**src/rtl/product_accumulator.sv**
```systemverilog
// ---------------------------------------------------------------------------
// product_accumulator
//
// Downstream stage of the 32x32 signed shift multiplier. Accepts one 64-bit
// signed product per valid/ready handshake and sums N_TERMS of them into a
// saturating 64-bit signed accumulator. The completed sum is presented on a
// valid/ready output handshake. Once that handshake completes, the block
// rearms for the next group.
//
// Ports:
//   clk           clock, rising edge
//   rst_n         asynchronous active-low reset
//   prod_i        signed product term
//   prod_valid_i  prod_i holds a term to accept
//   prod_ready_o  block can accept a term this cycle (registered, state-only)
//   clr_i         synchronous abort of the current group, highest priority
//   acc_out_o     registered signed accumulated result
//   acc_valid_o   acc_out_o holds a completed group (registered, state-only)
//   acc_ready_i   consumer takes acc_out_o this cycle
//   ovf_o         sticky saturation flag for the current/held group
//   term_cnt_o    terms accepted in the current group
// ---------------------------------------------------------------------------
module product_accumulator #(
  parameter int unsigned N_TERMS = 8,
  parameter int unsigned CNT_W   = 16
) (
  input  logic             clk,
  input  logic             rst_n,
  input  logic [63:0]      prod_i,
  input  logic             prod_valid_i,
  output logic             prod_ready_o,
  input  logic             clr_i,
  output logic [63:0]      acc_out_o,
  output logic             acc_valid_o,
  input  logic             acc_ready_i,
  output logic             ovf_o,
  output logic [CNT_W-1:0] term_cnt_o
);

  // Elaboration-time parameter sanity checks.
  if (N_TERMS < 1 || N_TERMS > 65535) begin : g_bad_n_terms
    $error("product_accumulator: N_TERMS out of range 1..65535");
  end
  if ((N_TERMS >> CNT_W) != 0) begin : g_bad_cnt_w
    $error("product_accumulator: CNT_W too narrow to hold N_TERMS");
  end

  localparam logic [CNT_W-1:0] LastCnt = CNT_W'(N_TERMS - 1);
  localparam logic [63:0]      SatMax  = 64'h7FFF_FFFF_FFFF_FFFF;
  localparam logic [63:0]      SatMin  = 64'h8000_0000_0000_0000;

  typedef enum logic [0:0] {StAccum, StHold} state_e;

  state_e            state_q, state_d;
  logic [63:0]       acc_q, acc_d;
  logic              ovf_q, ovf_d;
  logic [CNT_W-1:0]  cnt_q, cnt_d;
  logic              prod_ready_q, prod_ready_d;
  logic              acc_valid_q, acc_valid_d;

  logic              accept;
  logic              drain;
  logic              last_term;
  logic [63:0]       sum_raw;
  logic              pos_ovf;
  logic              neg_ovf;
  logic [63:0]       sum_sat;

  // Handshake qualifiers. The ready/valid flops are only ever set in
  // StAccum/StHold respectively, so they also encode the state.
  always_comb begin
    accept    = prod_ready_q & prod_valid_i;
    drain     = acc_valid_q & acc_ready_i;
    last_term = (cnt_q == LastCnt);
  end

  // Saturating signed add: overflow only when both operands share a sign
  // and the wrapped result has the opposite sign.
  always_comb begin
    sum_raw = acc_q + prod_i;
    pos_ovf = ~acc_q[63] & ~prod_i[63] &  sum_raw[63];
    neg_ovf =  acc_q[63] &  prod_i[63] & ~sum_raw[63];
    if (pos_ovf) begin
      sum_sat = SatMax;
    end else if (neg_ovf) begin
      sum_sat = SatMin;
    end else begin
      sum_sat = sum_raw;
    end
  end

  // State and datapath registers.
  always_ff @(posedge clk or negedge rst_n) begin
    if (!rst_n) begin
      state_q      <= StAccum;
      acc_q        <= '0;
      ovf_q        <= 1'b0;
      cnt_q        <= '0;
      prod_ready_q <= 1'b0;
      acc_valid_q  <= 1'b0;
    end else begin
      state_q      <= state_d;
      acc_q        <= acc_d;
      ovf_q        <= ovf_d;
      cnt_q        <= cnt_d;
      prod_ready_q <= prod_ready_d;
      acc_valid_q  <= acc_valid_d;
    end
  end

  // Next-state logic. clr_i overrides any simultaneous accept or drain.
  always_comb begin
    state_d = state_q;
    if (clr_i) begin
      state_d = StAccum;
    end else begin
      unique case (state_q)
        StAccum: if (accept && last_term) state_d = StHold;
        StHold:  if (drain)               state_d = StAccum;
        default:                          state_d = StAccum;
      endcase
    end
  end

  // Datapath next values.
  always_comb begin
    acc_d = acc_q;
    ovf_d = ovf_q;
    cnt_d = cnt_q;
    if (clr_i) begin
      acc_d = '0;
      ovf_d = 1'b0;
      cnt_d = '0;
    end else if (accept) begin
      acc_d = sum_sat;
      ovf_d = ovf_q | pos_ovf | neg_ovf;
      cnt_d = cnt_q + CNT_W'(1);
    end else if (drain) begin
      acc_d = '0;
      ovf_d = 1'b0;
      cnt_d = '0;
    end
  end

  // Output logic. Handshake flags are registered copies of the next state so
  // neither depends combinationally on the partner's valid/ready; ready stays
  // low until the first clock after reset release.
  always_comb begin
    prod_ready_d = (state_d == StAccum);
    acc_valid_d  = (state_d == StHold);
    prod_ready_o = prod_ready_q;
    acc_valid_o  = acc_valid_q;
    acc_out_o    = acc_q;
    ovf_o        = ovf_q;
    term_cnt_o   = cnt_q;
  end

endmodule

```
**config.mk**
```make
export PLATFORM = sky130hd
export DESIGN_NAME = product_accumulator
export DESIGN_NICKNAME = d
export VERILOG_FILES = /design/src/rtl/product_accumulator.sv
export SDC_FILE = /design/constraint.sdc
export NUM_CORES = 1
export LEC_CHECK = 0
export CAP_MARGIN = 20
export CELL_PAD_IN_SITES_DETAIL_PLACEMENT = 1
export CELL_PAD_IN_SITES_GLOBAL_PLACEMENT = 2
export CORE_MARGIN = 2
export CORE_UTILIZATION = 28
export DETAILED_ROUTE_END_ITERATION = 8
export GPL_TIMING_DRIVEN = 0
export PLACE_DENSITY = 0.8
export SLEW_MARGIN = 20
export SYNTH_ARGS = -nofsm -noshare
export SYNTH_HDL_FRONTEND = slang
export SYNTH_SLANG_ARGS = --single-unit
```
**constraint.sdc**
```tcl
create_clock -name clk -period 2.7 [get_ports clk]
set_input_delay 0.675 -clock clk [delete_from_list [all_inputs] [get_ports clk]]
set_output_delay 0.675 -clock clk [all_outputs]
set_load 0.01 [all_outputs]
```
==> results of run 1 <==
==> flip-flops by register name, summed over array words and instances (netlist names) <==
register / cells
acc_out_o: 64
term_cnt_o: 16
acc_valid_o: 1
ovf_o: 1
prod_ready_o: 1
==> synth_stat cells, types with 2 or more instances <==
cell type	n
dfrtp_1	83
nand4_1	23
a31oi_1	11
o31a_1	2
o22ai_1	2
or3_1	4
o31ai_1	9
a311oi_1	5
nor2b_1	7
o21ai_1	13
nor4_1	7
ha_1	66
xor2_1	30
and3b_1	2
and3_1	15
o21bai_1	8
o211ai_1	5
inv_1	17
nand2b_1	5
nor2_1	47
o21a_1	14
nor3_1	9
a41oi_1	3
and2_1	9
and4_1	4
nand2_1	63
xnor2_1	31
clkbuf_1	31
a22o_1	2
o2111ai_1	2
nand3_1	20
a211oi_1	2
a21o_1	25
a21oi_1	73
or2_2	2
buf_6	7
a221o_1	63
buf_2	13
o21ai_0	67
==> per-stage QoR <==
| step | instances | setup TNS (ps) | cell area [um2] | hold slack (ps) |
|---|---|---|---|---|
| final | 1402 | -46440 | 11390 | 183.3 |
| after global routing | 1402 | -55030 | 11390 | 201.5 |
| after CTS | 1389 | -48890 | 11060 | 192.0 |
| after detailed placement | 1304 | -104680 | 9428 | 504.0 |
| after global placement | 1303 | -318620 | 9399 | 499.9 |
| after floorplan | 822 | -28520 | 7475 | 379.4 |
==> critical path, stage by stage <==
cell and delay, ps:
clkdlybuf4s15_1 200, ha_1 300, clkbuf_8 120, nand4_1 140
buf_4 180, buf_4 120, buf_4 140, nor4_4 240
o21a_1 160, o21ai_1 90, and3b_2 250, xnor2_4 160
nor2b_4 150, nor2_4 70, buf_12 160, buf_8 130
buf_8 130, a221o_1 320
==> path summary, 6_finish.rpt <==
path | to | slack (ps)
max in group asynchronous | acc_out_o[51]$_DFFE_PN0P_ | 1870
min in group clk | ovf_o$_DFFE_PN0P_ | 520
max | acc_out_o[51]$_DFFE_PN0P_ | -810
min | acc_out_o[15]$_DFFE_PN0P_ | 180
max reg2reg | acc_out_o[51]$_DFFE_PN0P_ | -760
min reg2reg | ovf_o$_DFFE_PN0P_ | 520
==> where the power goes <==
| part | internal (mW) | switching [mW] | total, mW |
|---|---|---|---|
| logic | 4.53 | 4.41 | 8.93 |
| registers | 1.69 | 0.581 | 2.28 |
| clock network | 0.828 | 0.612 | 1.44 |
| total | 7.05 | 5.60 | 12.6 |
==> cells in the final DEF (no fill, tap or decap), types with 8 or more instances in the layout <==
master           instances
a21o_1                  25
a21oi_1                 61
a221o_1                 63
a31oi_1                  9
and3_1                  12
buf_2                   11
buf_4                   84
buf_8                   10
clkbuf_1                15
clkbuf_16               11
clkdlybuf4s15_1         11
clkdlybuf4s50_1        104
dfrtp_1                 82
dlygate4sd2_1           19
ha_1                    17
ha_4                    43
inv_1                   17
nand2_1                 60
nand3_1                 18
nand4_1                 23
nor2_1                  41
o21a_1                  13
o21ai_0                 60
o21ai_1                 13
o21bai_1                 8
xnor2_1                 31
xor2_1                  30
==> cell type report <==
cell class | count | area, um2
clock buffer | 9 | 225.2
clock inverter | 7 | 103.9
inverter | 17 | 63.81
multi-input combinational | 671 | 5778
buffer | 38 | 384.1
sequential | 83 | 2078
timing repair buffer | 247 | 2344
tap | 330 | 412.9
fill | 2846 | 13720
==> metal layers <==
layer  part of all wire  up-vias  track usage  routed length [um]
met5                  0        -            0                   0
met4              0.020        0      0.05582                 573
met3              0.032       40      0.02565                 941
met2               0.49      175       0.3673               14150
met1               0.46     3851       0.2832               13410
li1                   -     3631            -                   -
==> what timing repair did <==
| item | CTS | global route |
|---|---|---|
| setup buffers | 71 | 20 |
| setup endpoints to repair | 65 | 65 |
| pin swaps | 97 | 57 |
| gates cloned | 5 | 2 |
| gates resized for setup | 224 | 60 |
==> kinds of logic after synthesis <==
logic type      share of synthesized area
flops                              0.2915
compound gates                     0.3126
xor+xnor                          0.07727
buf+inv                           0.04549
fa+ha+maj                          0.1187
simple gates                       0.1544
==> results.toml, run 1 <==
[outcome]
run_status = "finished, violations left"
violations = "setup timing"

[drt]
firstDrtPassIters = 4
drt_wl_total_mm = 29.08
vias_per_cell = 5.490
drc = 0
vias = 7697
antenna_left = 0
drt-initial-drc-count = 341
wl_per_cell_um = 20.74

[synthesis]
async_reset_ff_frac = 1.000
synth_seq_cells = 83
netlist_instances = 822
synth_edf_count = 0
synth_top_area_cell = "dfrtp_1"
yosys-top-cells-area = "dfrtp_1, ha_1, a221o_1"
ys_types = 60
syn_nets = 958
ys.flop_type = "dfrtp_1"
netlist_area_um2 = 7124
syn-mean-instance-area_um2 = 8.667
yosys_warnings = 0
yosysSeqAreaShare = 0.2915
synth_top_area_share = 0.2915

[sta]
finalHoldViolations = 0
setup_ws_ps = -814.1
tightest_slew_ps = 745.3
setup_violations = 65
rsz0062_at_grt = "true"
finalCritPeriodShare = 1.302
fmax_ghz = 0.2846
slew_viol_final = 0
slew_headroom = 0.5013
clock_skew_ps = 8.072
period_needed_ps = 3514

[power_and_ir_drop]
ir_drop_v = 0.0004999
p_leak_nw = 4.793
power_density_nw_per_um2 = 1111
finalPower_mw = 12.65

[cts]
tritoncts = "yes"
cts_hold_buffers = 0
clk_pin_slew_worst_paths_ps = 80
cts_htree_levels = 3
clockBufferDepth = 2
cts_made_buffers = 9
root_buffer = "clkbuf_16"
cts.sink_count = 83
clk_latency_ps = 360

[critical_path]
crit_start = "prod_i[51]"
worstPathRequired_ps = 2930
cp_max_fo = 5
reg2reg_from = "acc_out_o[27]$_DFFE_PN0P_"
worst_ep_arrival_time_ps = 3750
crit_path_start_kind = "input port"
endpoint_kind = "flip-flop"
reg2reg_depth = 14
crit_type = "in -> reg"

[floorplan]
initial_utilization = 0.2837
die_w_um = 163.5
rows = 58
dieArea_um2 = 26740
core_um2 = 25110
pin_count = 152
die_h_um = 163.5

[placed_design]
place_congestion = 0.8103
io_buffers = 151
dp_slack_ps = -1723
hpwl_mm = 19.62

[final_layout]
final_util = 0.4536
antenna_cells = 0
layout-drive-gt1-share = 0.2603
syn_to_final_growth_pct = 59.87
nets = 1203

[global_route]
grt_start_max_net_pins = 57
grt_pass1_wl_mm = 45.24
antenna_found_initial = 0
grt_pass1_vias = 8174
grt.total_usage = 0.2135
overflow = 0

[job]
cap_violations = 0

[worst_hold_path]
hold_class = "in -> async"
Power figures use the tool's default switching activity.
==> run 2: changes to the inputs <==
--- a/config.mk
+++ b/config.mk
@@ -12,7 +12,7 @@
 export CORE_UTILIZATION = 28
 export DETAILED_ROUTE_END_ITERATION = 8
 export GPL_TIMING_DRIVEN = 0
-export PLACE_DENSITY = 0.8
+export PLACE_DENSITY_LB_ADDON = 0.1
 export SLEW_MARGIN = 20
 export SYNTH_ARGS = -nofsm -noshare
 export SYNTH_HDL_FRONTEND = slang
==> constraint.sdc (replaced) <==
create_clock -name clk -period 3.1 [get_ports clk]
set_input_delay 0.775 -clock clk [delete_from_list [all_inputs] [get_ports clk]]
set_output_delay 0.775 -clock clk [all_outputs]
set_load 0.01 [all_outputs]
==> results.toml, run 2 (synthesis results as in run 1) <==
[sta]
finalHoldViolations = 0
setup_tns_ps = -20080
clock_skew_ps = 9.527
slew_viol_final = 0
fmax_ghz = 0.2898
period_needed_ps = 3451
setup_violations = 65
fin_hold_ws_ps = 302.3
rsz0062_at_grt = "true"
finalCritPeriodShare = 1.113
tightest_slew_ps = 693.5
setup_ws_ps = -351.1
slew_headroom = 0.5359

[power_and_ir_drop]
power_density_nw_per_um2 = 981.5
finalPower_mw = 11.60
ir_drop_v = 0.0003182
p_leak_nw = 4.963

[placed_design]
place_congestion = 0.7764
io_buffers = 151
dp_slack_ps = -1375
numPlacedInstances = 1304
hpwl_mm = 20.11

[floorplan]
pin_count = 152
core_um2 = 25110
rows = 58
dieArea_um2 = 26740
initial_utilization = 0.2837
die_h_um = 163.5
die_w_um = 163.5

[cts]
cts_hold_buffers = 0
root_buffer = "clkbuf_16"
clk_latency_ps = 360
cts.sink_count = 83
clockBufferDepth = 2
clk_pin_slew_worst_paths_ps = 70
tritoncts = "yes"
cts_made_buffers = 9
cts_htree_levels = 3

[final_layout]
layout_common_cells = "clkdlybuf4s50_1, dfrtp_1, buf_4"
final_common_cell = "clkdlybuf4s50_1"
nets = 1214
antenna_cells = 0
largest_reg_flops = 64
multi_input_area_um2 = 5922
syn_to_final_growth_pct = 65.93
layout-drive-gt1-share = 0.2872
fill_cells = 2810
regArea_um2 = 2077
final_cells = 1413

[global_route]
grt_pass1_wl_mm = 47.24
antenna_found_initial = 0
grt_start_max_net_pins = 51
grt_pass1_vias = 8324
grt.total_usage = 0.2271
overflow = 0

[critical_path]
reg2reg_to = "acc_out_o[28]$_DFFE_PN0P_"
cp_max_fo = 5
crit_path_start_kind = "input port"
worstPathRequired_ps = 3340
endpoint_kind = "flip-flop"
worst_ep_arrival_time_ps = 3690
reg2reg_from = "acc_out_o[32]$_DFFE_PN0P_"
reg2reg_depth = 15
crit_type = "in -> reg"
r2r_slack_ps = -260

[drt]
antenna_left = 0
drt_wl_total_mm = 30.57
firstDrtPassIters = 4
wl_per_cell_um = 21.64
drc = 0
vias_per_cell = 5.461
vias = 7716
drt-initial-drc-count = 353

[worst_hold_path]
hold_class = "in -> async"

[outcome]
violations = "setup timing"
run_status = "finished, violations left"

[job]
cap_violations = 0
[run 2: cell types whose count changed in the layout (fill, tap and decap cells not counted), sizes merged, moves of 4 or more]
cell,delta
dlymetal6s2s,+5
dlygate4sd2,-4
clkdlybuf4s50,-7
buf,+18
[run 2: routing by layer]
metal,wire [um],track usage
met2,15210,0.3962
met5,0,0
met1,14070,0.2968
met4,524,0.05622
met3,771,0.02895
[run 2: worst max path at each step]
stage / from / to / slack (ps)
finish: prod_i[18] / acc_out_o[28]$_DFFE_PN0P_ / -350
floorplan: prod_i[42] / acc_out_o[13]$_DFFE_PN0P_ / -160
CTS: prod_i[21] / acc_out_o[48]$_DFFE_PN0P_ / -440
global placement: rst_n / acc_out_o[47]$_DFFE_PN0P_ / -2250
detailed placement: prod_i[0] / acc_out_o[54]$_DFFE_PN0P_ / -1380
global route: prod_i[18] / acc_out_o[28]$_DFFE_PN0P_ / -480
[run 2: worst max-delay path: stages]
cell,delay (ps)
clkdlybuf4s50_1,470
ha_4,330
nand2_1,120
o21ai_2,190
o21a_1,160
nor2_2,50
a311oi_2,240
and3b_2,280
xnor2_4,170
buf_6,130
and3_4,170
buf_12,170
buf_16,140
a221o_1,270
[run 2: report_power, final]
part | switching [mW] | internal [mW] | total [mW]
clock network | 0.576 | 0.808 | 1.38
logic | 4.02 | 4.20 | 8.22
registers | 0.530 | 1.47 | 2.00
[run 2: area by class of cell]
cell class	count	share of cell area
well taps	330	0.03493
repair buffers	258	0.2188
clock inverters	7	0.01101
clock buffers	9	0.01905
flip-flops and latches	83	0.1757
plain buffers	38	0.03419
multi-input cells	671	0.5010
inverters	17	0.005398
[run 2: through the flow]
step / area, um2 / util
floorplan: 7475 / -
global placement: 9399 / 0.3743
detailed placement: 9428 / 0.3755
CTS: 11440 / 0.4557
global route: 11820 / 0.4708
finish: 11820 / 0.4708
[run 2: what timing repair did]
| action | CTS | global route |
|---|---|---|
| endpoints found under the setup margin | 65 | 65 |
| resized for setup | 273 | 79 |
| cloned | 13 | 2 |
| buffers inserted | 67 | 28 |
| pin swaps | 81 | 121 |
==> run 3: changes to the inputs <==
--- a/config.mk
+++ b/config.mk
@@ -8,7 +8,6 @@
 export CAP_MARGIN = 20
 export CELL_PAD_IN_SITES_DETAIL_PLACEMENT = 1
 export CELL_PAD_IN_SITES_GLOBAL_PLACEMENT = 2
-export CORE_MARGIN = 2
 export CORE_UTILIZATION = 28
 export DETAILED_ROUTE_END_ITERATION = 8
 export GPL_TIMING_DRIVEN = 0
==> results.toml, run 3 (synthesis results as in run 1) <==
[placed_design]
hpwl_mm = 20.11
numPlacedInstances = 1304
place_congestion = 0.7942
io_buffers = 151

[final_layout]
final_cells = 1420
nets = 1220
layout-drive-gt1-share = 0.3076
syn_to_final_growth_pct = 64.77
layout_common_cells = "buf_4, clkdlybuf4s50_1, dfrtp_1"
final_util = 0.4689
fill_cells = 2823
largest_reg_flops = 64
final_common_cell = "buf_4"

[cts]
clockBufferDepth = 2
tritoncts = "yes"
cts.sink_count = 83
root_buffer = "clkbuf_16"
cts_hold_buffers = 0
cts_made_buffers = 9
cts_htree_levels = 3
clk_latency_ps = 370
clk_pin_slew_worst_paths_ps = 80

[floorplan]
die_w_um = 161.5
die_h_um = 161.5
rows = 58
core_um2 = 25040
dieArea_um2 = 26090
initial_utilization = 0.2846
pin_count = 152

[power_and_ir_drop]
p_switching_mw = 5.110
pwr-share-clk = 0.099
p_leak_nw = 4.967
swShare = 0.4522
seqPwrFrac = 0.177
finalPower_mw = 11.30
power.internal_mw = 6.192
power_density_nw_per_um2 = 962.8
p_comb_frac = 0.723
ir_drop_v = 0.0003803

[outcome]
run_status = "finished, violations left"
violations = "setup timing"

[global_route]
antenna_found_initial = 0
grt.total_usage = 0.2235
grt_start_max_net_pins = 51
grt_pass1_wl_mm = 45.54
grt_pass1_vias = 8208
overflow = 0

[critical_path]
cpPeakStageDelay_ps = 510
crit_path_start_kind = "input port"
worst_ep_arrival_time_ps = 3670
reg2reg_depth = 14
cp_max_fo = 10
worstPathRequired_ps = 3340
endpoint_kind = "flip-flop"
crit_chain = "clkdlybuf4s50_1 > ha_4 > a21oi_2 > o21ai_2 > o21a_1 > nor2_2 > a311oi_2 > and3b_2 > xnor2_4 > buf_4 > and3_4 > buf_12 > buf_8 > a221o_1"
crit_type = "in -> reg"
slowest_stage = "clkdlybuf4s50_1"

[sta]
setup_tns_ps = -18760
rsz0062_at_grt = "true"
slew_viol_final = 0
clock_skew_ps = 16.34
fmax_ghz = 0.2916
finalHoldViolations = 0
setup_violations = 62
tightest_slew_ps = 669.6
slew_headroom = 0.5520
setup_ws_ps = -329.1
period_needed_ps = 3429
finalCritPeriodShare = 1.106

[job]
cap_violations = 0

[drt]
vias_per_cell = 5.430
drt-initial-drc-count = 331
wl_per_cell_um = 20.97
top_layer = "met4"
drc = 0
wl_met3_um = 884
drt-met1-wl_mm = 13.65
antenna_left = 0
vias = 7710
detailroute.wirelength.met2_mm = 14.67
firstDrtPassIters = 4
drt_wl_total_mm = 29.77

[worst_hold_path]
hold_class = "in -> async"
run 3: area by class of cell:
cell class | instances | area (um2) | area share
clock inverter | 7 | 57.56 | 0.004903
antenna | 1 | 2.502 | 0.0002132
timing repair buffer | 265 | 2500 | 0.2130
tap | 330 | 412.9 | 0.03517
inverter | 17 | 63.81 | 0.005436
multi-input combinational | 671 | 6012 | 0.5121
sequential | 83 | 2077 | 0.1769
buffer | 37 | 387.9 | 0.03304
clock buffer | 9 | 225.2 | 0.01919
run 3: path summary, 6_finish.rpt:
check                                                  to                 startpoint  slack, ps
min in group clk                 acc_out_o[0]$_DFFE_PN0P_   acc_out_o[0]$_DFFE_PN0P_        520
worst max-delay path            acc_out_o[23]$_DFFE_PN0P_                 prod_i[18]       -330
max in group asynchronous       acc_out_o[63]$_DFFE_PN0P_                      rst_n       2190
worst min register to register   acc_out_o[0]$_DFFE_PN0P_   acc_out_o[0]$_DFFE_PN0P_        520
worst max register to register  acc_out_o[23]$_DFFE_PN0P_  acc_out_o[33]$_DFFE_PN0P_       -230
worst min-delay path            acc_out_o[11]$_DFFE_PN0P_                      rst_n        300
run 3: power groups by stage:
stage | combinational (mW) | sequential (mW) | clock (mW)
after floorplan | 3.93 | 2.00 | 0
after global placement | 6.12 | 1.89 | 0
after detailed placement | 6.16 | 1.90 | 0
after CTS | 7.52 | 1.98 | 1.15
after global routing | 8.80 | 2.07 | 1.19
final | 8.17 | 2.00 | 1.12
run 3: what timing repair did:
item                       CTS  global route
pin swaps                  134            97
resized for setup          279           101
setup endpoints to repair   65            65
gates cloned                 7             3
buffers inserted            80            28
run 3: per-layer routing:
layer  global-route usage  vias up
met5                    0        -
met4              0.06003        0
met3              0.02825       39
met2               0.3838      141
met1               0.2938     3861
li1                     -     3669
run 3: stage by stage:
step                hold slack, ps  area [um2]  setup slack, ps
floorplan                    479.4        7475           -160.1
global placement             502.0        9399            -2283
detailed placement           513.9        9428            -1427
CTS                          306.7       11250           -460.9
global route                 321.7       11740           -421.9
finish                       300.3       11740           -329.1
run 3: critical path, delay by kind of cell:
kind / cells / cell delay (ps)
buf+inv: 4 / 950
compound gates: 5 / 890
simple gates: 3 / 700
xor+xnor: 1 / 100
fa+ha+maj: 1 / 230
==> variant 1, RTL diff (settings of run 2) <==
Make the reset (`rst_n`) synchronous in one clocked block. Comments in the files are not updated.
--- a/src/rtl/product_accumulator.sv
+++ b/src/rtl/product_accumulator.sv
@@ -90,7 +90,7 @@
   end
 
   // State and datapath registers.
-  always_ff @(posedge clk or negedge rst_n) begin
+  always_ff @(posedge clk) begin
     if (!rst_n) begin
       state_q      <= StAccum;
       acc_q        <= '0;
Function: differs if rst_n is asserted again (counterexample within 4 cycles, from zero or initial values and one cycle with rst_n low); with rst_n held inactive, the same outputs for 4 cycles.
==> variant 1 against run 2 <==
  * The flow still finishes with violations (setup timing)
  * Setup slack better by 0.23 ns
  * Sequential cell count is the same
  * Area after synthesis decreased by 0.46%
  * Count of clock-buffer cells in the layout is the same
  * Wire length grew 2.2%
  * Die area fell by 0.45%
  * Design area up 2.8%
  * Critical endpoint is now acc_out_o[10]
  * Largest cell class unchanged
Power is left out: it rests on default switching activity, and per cell area and clock period it moved more than threefold.
==> variant 1: results (changes against run 2) <==
[metrics] Worst Slack Setup Final: -0.125 ns (was -0.351 ns)
[metrics] number of distinct library cells after synthesis: 65 (was 60)
[metrics] largest stage delay on the critical path: 0.27 ns (was 0.47 ns)
[metrics] failing checks: setup timing (unchanged)
[metrics] share of layout cells above drive strength 1: 0.337 (was 0.287)
[metrics] share of synthesized registers carrying an async set or reset: 0 (was 1.00)
[metrics] area fraction in compound gates after synthesis: 0.290 (was 0.313)
[metrics] slowest cell on the critical path: sky130_fd_sc_hd__a211oi_4 (was sky130_fd_sc_hd__clkdlybuf4s50_1)
[metrics] fill cell total of the finished layout: 2892 (was 2810)
[metrics] net count reported at finish: 1384 (was 1214)
[metrics] Final Setup Violations: 62 (was 65)
[metrics] number of standard cells in the final layout excluding fillers: 1583 (was 1413)
[metrics] synthesized-area fraction occupied by xor and xnor cells: 0.0739 (was 0.0773)
[metrics] DR iter-0 viols: 358 (was 353)
[metrics] buffers inserted during post-CTS setup optimization: 106 (was 67)
[metrics] GR Layer Usage met1: 0.311 (was 0.297)
[metrics] number of global-route vias before repair: 8756 (was 8324)
[metrics] post-placement worst setup slack: -1.52 ns (was -1.38 ns)
[metrics] critical path arrival: 3.44 ns (was 3.69 ns)
[metrics] placed wire-length estimate after detailed placement: 21700 um (was 20100 um)
[metrics] run status: complete, but fails checks (unchanged)
[metrics] fraction of the mapped netlist area in adder cells: 0.119 (about the same)
[metrics] wire per inst: 19.7 um (was 21.6 um)
[metrics] post_cts resized: 410 (was 273)
[metrics] timing endpoint of the critical path: acc_out_o[10] (was acc_out_o[28])
[metrics] global-route wire length before repair: 48900 um (was 47200 um)
[metrics] Register-to-Register Path Depth: 13 (was 15)
[metrics] cell types with the largest area share after synthesis: sky130_fd_sc_hd__dfxtp_1, sky130_fd_sc_hd__ha_1, sky130_fd_sc_hd__nand2_1, sky130_fd_sc_hd__a21oi_1, sky130_fd_sc_hd__a31oi_1 (was sky130_fd_sc_hd__dfrtp_1, sky130_fd_sc_hd__ha_1, sky130_fd_sc_hd__a221o_1, sky130_fd_sc_hd__a21oi_1, sky130_fd_sc_hd__o21ai_0)
[variant 1: cell count changes after synthesis, sizes merged, moves of 9 or more]
cell | run 2 | this run
nand2 | 63 | 170
dfrtp | 83 | 0
dfxtp | 0 | 83
a221o | 63 | 0
a31oi | 11 | 62
a21oi | 74 | 103
o21ai | 80 | 52
nor2 | 48 | 61
a21o | 25 | 13
a21boi | 2 | 13
buf | 20 | 31
o21bai | 8 | 17
[variant 1: area by class of cell]
class / instances / area, um2 / area share
buffer: 42 / 362 / 0.0298
clock buffer: 9 / 225 / 0.0185
clock inverter: 7 / 71.3 / 0.00587
inverter: 23 / 86.3 / 0.00710
multi-input combinational: 810 / 6760 / 0.556
sequential: 83 / 1660 / 0.137
tap: 330 / 413 / 0.0340
timing repair buffer: 279 / 2570 / 0.212
==> variant 2, RTL diff (config.mk and constraints of run 2) <==
Without the edit above. Change the parameter `CNT_W` from 16 to 20.
--- a/src/rtl/product_accumulator.sv
+++ b/src/rtl/product_accumulator.sv
@@ -22,7 +22,7 @@
 // ---------------------------------------------------------------------------
 module product_accumulator #(
   parameter int unsigned N_TERMS = 8,
-  parameter int unsigned CNT_W   = 16
+  parameter int unsigned CNT_W   = 20
 ) (
   input  logic             clk,
   input  logic             rst_n,
Interface: changed (resized term_cnt_o); port bits go from 152 to 156. No check against the original RTL was run, so the function may have changed too.
==> variant 2 against run 2 <==
  * The flow still finishes with violations (setup timing)
  * Wire length decreased by 9.7%
  * First-iteration DRC count down 13%
  * Area after synthesis increased by 6.2%
  * Setup slack worse by 0.15 ns
  * Power decreased by 10%
  * Sequential cell count up 4
  * Combinational power shrank 11%
  * Design area fell by 7.7%
  * Critical endpoint is now acc_out_o[29]
  * Largest cell class unchanged
  * Largest power group unchanged
==> variant 2: results (changes against run 2) <==
[metrics] Worst Slack Setup Final: -0.498 ns (was -0.351 ns)
[metrics] number of distinct library cells after synthesis: 77 (was 60)
[metrics] Hold Slack: 0.260 ns (was 0.302 ns)
[metrics] source of the worst register-to-register timing path: acc_out_o[0] (was acc_out_o[32])
[metrics] placed standard-cell area: 9650 um2 (was 9430 um2)
[metrics] Seq/Total Area, Yosys: 0.288 (was 0.292)
[metrics] cell types with the largest area share after synthesis: sky130_fd_sc_hd__dfrtp_1, sky130_fd_sc_hd__ha_1, sky130_fd_sc_hd__a221o_1, sky130_fd_sc_hd__a21oi_1, sky130_fd_sc_hd__o21ai_0 (unchanged)
[metrics] global routing usage summed across all routing layers: 0.194 (was 0.227)
[metrics] peak supply drop: 0.304 mV (was 0.318 mV)
[metrics] critical path arrival: 3.84 ns (was 3.69 ns)
[metrics] largest stage delay on the critical path: 0.51 ns (was 0.47 ns)
[metrics] net count reported at finish: 1199 (was 1214)
[metrics] share of layout cells above drive strength 1: 0.179 (was 0.287)
[metrics] fraction of the mapped netlist area in adder cells: 0.112 (was 0.119)
[metrics] critical-path maximum fanout: 10 (was 5)
[metrics] average vias per placed instance: 5.32 (was 5.46)
[metrics] Crit path max-delay family: compound AO/OA/AOI/OAI gates (was buffers and inverters)
[metrics] weighted congestion reported at the end of routability-driven placement: 0.838 (was 0.776)
[metrics] largest clock skew in the final design: 0.0118 ns (was 0.00953 ns)
[metrics] failing checks: setup timing (unchanged)
[metrics] syn_area_per_cell: 8.82 um2 (was 8.67 um2)
[metrics] area fraction in compound gates after synthesis: 0.316 (was 0.313)
[metrics] syn_nets: 994 (was 958)
[metrics] global-route wire length before repair: 44000 um (was 47200 um)
[metrics] DR iter-0 viols: 308 (was 353)
[metrics] Register-to-Register Path Depth: 14 (was 15)
[metrics] port buffer count: 155 (was 151)
[metrics] Max-slew headroom: 0.533 (was 0.536)
[metrics] number of global-route vias before repair: 7872 (was 8324)
[metrics] worst flop-to-flop path endpoint: acc_out_o[52] (was acc_out_o[28])
[metrics] run status: complete, but fails checks (unchanged)
[metrics] pin count of the biggest net entering global routing: 68 (was 51)
[metrics] Final Setup Violations: 65 (unchanged)
[metrics] wire per inst: 19.6 um (was 21.6 um)
## variant 2: changes by cell type after synthesis, moves of 6 or more
| cell | change |
|---|---|
| sky130_fd_sc_hd__o21a_1 | -7 |
| sky130_fd_sc_hd__nor3_1 | +6 |
| sky130_fd_sc_hd__nand2_1 | +15 |
| sky130_fd_sc_hd__and2_1 | -6 |
| sky130_fd_sc_hd__o21bai_1 | +8 |
| sky130_fd_sc_hd__inv_1 | +6 |
| sky130_fd_sc_hd__clkbuf_1 | -11 |
| sky130_fd_sc_hd__buf_6 | +8 |
## variant 2: how the worst max path moves through the flow
stage / cells after the start / from / end
after floorplan: 13 / prod_i[0] / acc_out_o[56]
final: 14 / prod_i[12] / acc_out_o[29]
after detailed placement: 14 / prod_i[0] / acc_out_o[52]
after global placement: 1 / rst_n / term_cnt_o[13]
after global routing: 13 / prod_i[14] / acc_out_o[25]
after CTS: 13 / prod_i[13] / acc_out_o[62]
## variant 2: area by class of cell
type                            count  area, um2
Clock inverter                      7       68.8
Sequential cell                    87       2180
Clock buffer                        9        225
Tap cell                          341        427
Inverter                           23       86.3
Multi-Input combinational cell    696       5560
Timing Repair Buffer              196       1930
Buffer                             50        437
Fill cell                        3068      15800
## variant 2: kinds of logic (layout without fill, tap and decap cells)
family	after synthesis	after routing
AND/OR/NAND/NOR	240	240
adder cells (fa/ha/maj)	67	67
AO/OA/AOI/OAI	329	329
flip-flops	87	87
buffers and inverters	75	285
multiplexers	1	1
XOR/XNOR	59	59
## variant 2: metrics by stage
step	TNS [ns]	utilization
2_1_floorplan	-14.46	-
3_3_place_gp	-301.16	0.360
3_5_place_dp	-80.72	0.361
4_1_cts	-34.99	0.388
5_1_grt	-36.61	0.408
6_report	-30.02	0.408
## variant 2: layer usage
layer	routed length (um)	track usage
met1	13700	0.279
met2	12600	0.308
met3	874	0.0235
met4	423	0.0506
met5	0	0
## variant 2: power by group
group / internal [mW] / switching [mW]
clock network: 0.572 / 0.597
logic: 3.52 / 3.75
registers: 1.52 / 0.425
total: 5.62 / 4.77
## variant 2: what timing repair did
item,4_1_cts,5_1_grt
setup endpoints to repair,65,65
resized for setup,69,84
pin swaps,31,52
buffers inserted,19,22
